==> src/rtl/phase_run_ctrl.sv <==
// Run controller for the 3-phase FIRST/SECOND/THIRD FSM. It drives pause/restart to run a
// latched number of rounds, with a latched dwell per phase, and a host start/done/abort handshake.
module phase_run_ctrl #(
  parameter int unsigned RW = 8,
  parameter int unsigned DW = 8
) (
  input  logic          clk_i,
  input  logic          rst_i,
  input  logic          start_i,
  input  logic          abort_i,
  input  logic          hold_req_i,
  input  logic [RW-1:0] round_cnt_i,
  input  logic [DW-1:0] dwell_i,
  input  logic [1:0]    fsm_state_i,
  input  logic          fsm_terminal_i,
  output logic          fsm_pause_o,
  output logic          fsm_restart_o,
  output logic          busy_o,
  output logic          done_o,
  output logic          aborted_o,
  output logic          err_o,
  output logic [RW-1:0] rounds_done_o
);

  typedef enum logic {StIdle, StRun} state_e;

  state_e        state_q, state_d;
  logic [RW-1:0] round_q, round_d;
  logic [DW-1:0] dwell_q, dwell_d;
  logic [DW-1:0] dwell_cnt_q, dwell_cnt_d;
  logic [RW-1:0] rounds_done_q, rounds_done_d;
  logic [RW-1:0] rounds_inc;
  logic          done_q, done_d;
  logic          aborted_q, aborted_d;
  logic          err_q, err_d;

  always_ff @(posedge clk_i) begin
    if (rst_i) begin
      state_q       <= StIdle;
      round_q       <= '0;
      dwell_q       <= '0;
      dwell_cnt_q   <= '0;
      rounds_done_q <= '0;
      done_q        <= 1'b0;
      aborted_q     <= 1'b0;
      err_q         <= 1'b0;
    end else begin
      state_q       <= state_d;
      round_q       <= round_d;
      dwell_q       <= dwell_d;
      dwell_cnt_q   <= dwell_cnt_d;
      rounds_done_q <= rounds_done_d;
      done_q        <= done_d;
      aborted_q     <= aborted_d;
      err_q         <= err_d;
    end
  end

  assign rounds_inc = rounds_done_q + RW'(1);

  always_comb begin
    state_d       = state_q;
    round_d       = round_q;
    dwell_d       = dwell_q;
    dwell_cnt_d   = dwell_cnt_q;
    rounds_done_d = rounds_done_q;
    err_d         = err_q;
    done_d        = 1'b0;
    aborted_d     = 1'b0;
    fsm_pause_o   = 1'b0;
    fsm_restart_o = 1'b0;

    unique case (state_q)
      StIdle: begin
        // Restart holds the phase FSM in FIRST until a run begins.
        fsm_restart_o = 1'b1;
        if (start_i) begin
          rounds_done_d = '0;
          err_d         = 1'b0;
          if (round_cnt_i != '0) begin
            state_d     = StRun;
            round_d     = round_cnt_i;
            dwell_d     = dwell_i;
            dwell_cnt_d = dwell_i;
          end else begin
            done_d = 1'b1;
          end
        end
      end
      StRun: begin
        // Pause depends only on stall and dwell, so an abort cycle still shows the FSM's view.
        fsm_pause_o = hold_req_i || (dwell_cnt_q != '0);
        if (abort_i) begin
          state_d   = StIdle;
          aborted_d = 1'b1;
        end else if (fsm_state_i == 2'b00) begin
          state_d   = StIdle;
          err_d     = 1'b1;
          aborted_d = 1'b1;
        end else if (hold_req_i) begin
          dwell_cnt_d = dwell_cnt_q;
        end else if (dwell_cnt_q != '0) begin
          dwell_cnt_d = dwell_cnt_q - DW'(1);
        end else begin
          dwell_cnt_d = dwell_q;
          if (fsm_terminal_i) begin
            rounds_done_d = rounds_inc;
            if (rounds_inc == round_q) begin
              state_d = StIdle;
              done_d  = 1'b1;
            end
          end
        end
      end
      default: state_d = StIdle;
    endcase
  end

  assign busy_o        = (state_q == StRun);
  assign done_o        = done_q;
  assign aborted_o     = aborted_q;
  assign err_o         = err_q;
  assign rounds_done_o = rounds_done_q;

endmodule

==> config.mk <==
export PLATFORM = sky130hd
export DESIGN_NAME = phase_run_ctrl
export DESIGN_NICKNAME = d
export VERILOG_FILES = /design/src/rtl/phase_run_ctrl.sv
export SDC_FILE = /design/constraint.sdc
export NUM_CORES = 1
export LEC_CHECK = 0
export CAP_MARGIN = 20
export CORE_UTILIZATION = 51
export DETAILED_ROUTE_END_ITERATION = 10
export HOLD_SLACK_MARGIN = 0.1
export PLACE_DENSITY = 0.83
export SETUP_SLACK_MARGIN = 0.2
export SLEW_MARGIN = 10
export SYNTH_ARGS = -nofsm -noshare
export SYNTH_HDL_FRONTEND = slang
export SYNTH_SLANG_ARGS = --single-unit
==> constraint.sdc <==
create_clock -name clk_i -period 2.5 [get_ports clk_i]
set_input_delay 0.375 -clock clk_i [delete_from_list [all_inputs] [get_ports clk_i]]
set_output_delay 0.375 -clock clk_i [all_outputs]
set_load 0.01 [all_outputs]
Yosys cells after proc, flatten, opt, wreduce, memory -nomap -nowiden
Index checks and enable logic that the tools add are counted.
- equal/unequal tests: 9
- $add $sub $neg: 2
- reduce and logical (&&, ||, !) cells: 9
- bitwise operators: 1
- mux-type cells: 40
- operators with widths (kind ; count):
    $mux W8 ; 12
    $pmux W8 S2 ; 2
    $mux W1 ; 23
    $reduce_bool A8 Y1 ; 2
    $ne A2 B2 Y1 const B ; 7
    $add A8 B1 Y8 const B ; 1
    $eq A8 B8 Y1 ; 1
    $sub A8 B1 Y8 const B ; 1
    $pmux W1 S2 ; 3
    $reduce_and A3 Y1 ; 2
    $reduce_and A6 Y1 ; 1
    $reduce_and A5 Y1 ; 1
    $logic_not A2 Y1 ; 1
    $ne A2 B1 Y1 const B ; 1
    $reduce_or A2 Y1 ; 1
    $logic_or A1 B1 Y1 ; 1
    $not A1 Y1 ; 1
- input port bits: 24
- register bits after elaboration: 36
- logic and storage cells: 69

Depth between registers and ports, before layout
Gate-level depths: netlist (run 1).
- depth in word-level cells: 9
- gate-level depth with buffers: 9

Worst setup path before layout (run 1)
OpenSTA, ideal clock, no wires.
- path kind: register -> register
- start: reg dwell_cnt_q[2]
- end: reg rounds_done_q[7], in the netlist rounds_done_o[7]
- buffers on the path: 2
- period minus slack after synthesis: 2286 ps
- arrival: 2229 ps
- stages on the path, launching flop included: 8
- path slack: 214 ps
- cell sequence: dfxtp_1 -> or4_4 -> or4_4 -> buf_6 -> or3_1 -> buf_6 -> o22ai_1 -> a21o_1
- longest elaborated chain between the ends: 3
- ends and longest elaborated chain (item ; RTL line ; RTL):
    from (decl) ; 30 ; logic [DW-1:0] dwell_cnt_q, dwell_cnt_d;
    from (signal assigned) ; 51 ; dwell_cnt_q <= dwell_cnt_d;
    $reduce_bool A8 Y1 ; 102 ; end else if (dwell_cnt_q != '0) begin
    $ne A2 B2 Y1 (no line) ; n/a ;
    $reduce_and A6 Y1 (no line) ; n/a ;
    to (signal assigned) ; 52 ; rounds_done_q <= rounds_done_d;
    to (decl) ; 31 ; logic [RW-1:0] rounds_done_q, rounds_done_d;
No other way between the ends.
A chain may end at the register's enable or synchronous reset.

Worst setup path in the final report (run 1)
- start: reg dwell_cnt_q[3]
- end: reg rounds_done_q[7], in the netlist rounds_done_o[7]
Same word-level chain as after synthesis.

==> results.json, run 1 <==
{
  "holdPathStages": 2,
  "synth_enable_flop_cells": 0,
  "cts_tree": "built",
  "finalPower_uw": 1362,
  "htree_levels": 2,
  "pwr-share-clk_pct": 30.7,
  "row_count": 22,
  "worstSkewPairLatency_ns": 0.28,
  "switchingPower_uw": 372.3,
  "syn_inst": 244,
  "fin_util_pct": 68.83,
  "maxCapViolCount": 0,
  "diodes": 0,
  "antenna_found_initial": 0,
  "dp_slack_ns": 0.1015,
  "holdPathEnd": "dwell_q[4]$_SDFFE_PP0P_",
  "status": "finished, final reports clean",
  "path_clk_slew_ns": 0.07,
  "synthesis.nets": 271,
  "synth-seq-area-share_pct": 37.26,
  "die-area_sq_mm": 0.004043,
  "fin_crit_sh_pct": 88.96,
  "worst-setup-path-type": "flip-flop to flip-flop",
  "area_growth_pct": 30.27,
  "fin_skew_ns": 0.006144,
  "wirelength_mm": 4.749,
  "combPwrFrac_pct": 23.1,
  "portBuffers": 37,
  "swShare_pct": 27.34,
  "clockBufferDepth": 2,
  "ant_nets": 0,
  "final_common_cell": "nand2_1",
  "initial_core_util_pct": 52.84,
  "cts_sinks": 36,
  "worstPathArrival_ns": 2.45,
  "wire_per_inst_microns": 13.97,
  "min_period_ns": 2.224,
  "r2r_setup_slack_ns": 0.28,
  "rr_endpoint": "rounds_done_o[7]$_SDFFE_PP0P_",
  "core_sq_mm": 0.003661,
  "drive_above_1_share_pct": 13.01,
  "cts_hold_buf": 0,
  "timing.fmax_mhz": 449.6,
  "vdd_ir_drop_max_mv": 0.3605,
  "min_from": "dwell_q[4]$_SDFFE_PP0P_",
  "final_max_slew_viol_count": 0,
  "cts-root-buf": "clkbuf_8",
  "grt_pass1_wl_mm": 8.004,
  "p_leak_uw": 0.0009490,
  "gp_congestion": 0.8717,
  "rsz0062_at_grt": "false",
  "die_w_microns": 63.59,
  "internal-power_uw": 989.3,
  "r2r_start": "dwell_cnt_q[3]$_SDFFE_PP0P_",
  "dp_cells": 328,
  "rr_worst_depth": 6,
  "most-common-layout-cells": "nand2_1, clkdlybuf4s50_1, dfxtp_1",
  "chipHeight_microns": 63.59,
  "dr.pass1.iters": 4,
  "drc": 0,
  "dpl.hpwl_mm": 3.345,
  "drt-initial-drc-count": 182,
  "nNetsFinal": 318,
  "grt_max_degree": 20,
  "numCtsBuffers": 5,
  "setup_ws_ns": 0.2760,
  "worstMarginPinSlew_ns": 0.5292,
  "vias_per_cell": 5.738,
  "dr_total_vias": 1951,
  "crit_required_ns": 2.73,
  "ys.flop_type": "dfxtp_1",
  "io-pin-count": 38,
  "startpoint_type": "flip-flop",
  "finalSetupViolations": 0,
  "synth_area_sq_mm": 0.001934,
  "fin_cells": 340,
  "hold_viol": 0,
  "gr-usage-all-layers_pct": 24.90,
  "syn_area_per_cell_sq_um": 7.928,
  "synth_cell_types": 51,
  "grt_pass1_vias": 1776,
  "power_density_mw_per_mm2": 540.3,
  "synth_async_sr_flop_share_pct": 0,
  "seq_power_share_pct": 46.2,
  "hp-class": "flip-flop to flip-flop",
  "slew_headroom_pct": 64.65,
  "crit_fanout": 9,
  "finalSetupTns_ns": 0,
  "overflow": 0,
  "synth-seq-cells": 36,
  "end_kind": "flip-flop",
  "synth_warnings": 0
}
[Yosys cell counts (2+ instances only)]
| cell | number | area share, % |
|---|---|---|
| nand3_1 | 2 | 0.52 |
| xor2_1 | 6 | 2.7 |
| a311oi_1 | 5 | 2.3 |
| nor3_1 | 3 | 0.78 |
| o21ai_0 | 10 | 2.6 |
| mux2i_1 | 4 | 2.1 |
| ha_1 | 3 | 1.9 |
| nor2b_1 | 2 | 0.65 |
| nand2b_1 | 4 | 1.3 |
| mux2_2 | 2 | 1.2 |
| a211oi_1 | 4 | 1.6 |
| nor2_1 | 24 | 4.7 |
| a21o_1 | 2 | 0.78 |
| o211ai_1 | 3 | 1.2 |
| or3_2 | 2 | 0.78 |
| a31o_2 | 2 | 0.91 |
| o31ai_1 | 3 | 1.2 |
| inv_1 | 6 | 1.2 |
| xnor2_1 | 7 | 3.2 |
| nand2_1 | 47 | 9.1 |
| buf_6 | 2 | 1.2 |
| clkbuf_1 | 10 | 1.9 |
| nor4_1 | 7 | 2.3 |
| a21oi_1 | 19 | 4.9 |
| a22oi_1 | 3 | 1.2 |
| dfxtp_1 | 36 | 37 |
| or4_4 | 2 | 1.2 |
[worst max-delay path, stage by stage (launching register included)]
cell,delay [ns]
dfxtp_2,0.32
or4_4,0.54
buf_4,0.16
or4_4,0.49
or3_4,0.39
o22ai_1,0.14
a21o_1,0.13
[per-stage QoR]
| step | instance area [sq um] | hold WS [ns] |
|---|---|---|
| after global placement | 2391 | 0.4418 |
| after detailed placement | 2391 | 0.4456 |
| after floorplan | 1934 | 0.4338 |
| after global routing | 2520 | 0.4805 |
| after CTS | 2520 | 0.4550 |
| final | 2520 | 0.4526 |
[power by group through the flow]
stage / clock network [uW] / logic (uW) / registers, uW
6_report: 418 / 315 / 628
5_1_grt: 447 / 348 / 633
4_1_cts: 421 / 311 / 628
3_5_place_dp: 0 / 293 / 642
3_3_place_gp: 0 / 290 / 640
2_1_floorplan: 0 / 187 / 640
[area by class of cell]
| class | instances | area [sq um] |
|---|---|---|
| well taps | 48 | 60.06 |
| fillers | 307 | 1141 |
| clock buffers | 8 | 90.09 |
| repair buffers | 52 | 478.0 |
| inverters | 7 | 26.28 |
| multi-input cells | 189 | 1144 |
| flip-flops and latches | 36 | 721.9 |
[worst max path at each step]
stage                           startpoint                            end  cells after the start
2_1_floorplan  dwell_cnt_q[2]$_SDFFE_PP0P_  rounds_done_o[7]$_SDFFE_PP0P_                      7
3_3_place_gp   dwell_cnt_q[3]$_SDFFE_PP0P_                    fsm_pause_o                      5
3_5_place_dp   dwell_cnt_q[3]$_SDFFE_PP0P_                    fsm_pause_o                      5
4_1_cts        dwell_cnt_q[3]$_SDFFE_PP0P_  rounds_done_o[7]$_SDFFE_PP0P_                      6
5_1_grt        dwell_cnt_q[3]$_SDFFE_PP0P_                    fsm_pause_o                      5
6_report       dwell_cnt_q[3]$_SDFFE_PP0P_  rounds_done_o[7]$_SDFFE_PP0P_                      6
[flip-flops by register name, summed over array words and instances, names as in the netlist]
signal and flops:
round_q 8, dwell_cnt_q 8, err_o 1, busy_o 1, aborted_o 1, dwell_q 8, rounds_done_o 8, done_o 1
[logic make-up (layout without fill, tap and decap cells)]
logic type	after synthesis	in the layout	share of synthesized area [%]
compound gates	61	61	21.02
xor+xnor	13	13	5.886
fa+ha+maj	3	3	1.941
buf+inv	20	67	4.657
flops	36	36	37.26
mux	6	6	3.234
simple gates	105	106	26.00
[what timing repair did]
item / 4_1_cts / 5_1_grt
gates cloned: 1 / 0
pin swaps: 4 / 1
resized for setup: 8 / 0
setup buffers: 3 / 0
setup endpoints to repair: 6 / 2
[per-layer routing]
layer	track usage (%)	vias up	share of wire (%)
li1	-	960	-
met1	33.52	910	47
met2	41.62	77	46
met3	3.986	4	6.4
met4	5.114	0	0.72
met5	0	-	0
No activity file was read; power rests on OpenSTA's default activity.
==> inputs of run 2 (changes only) <==
HOLD_SLACK_MARGIN = not set   (was 0.1)
==> results of run 2 <==
No change in the layout: final DEF, timing and power equal those of run 1.
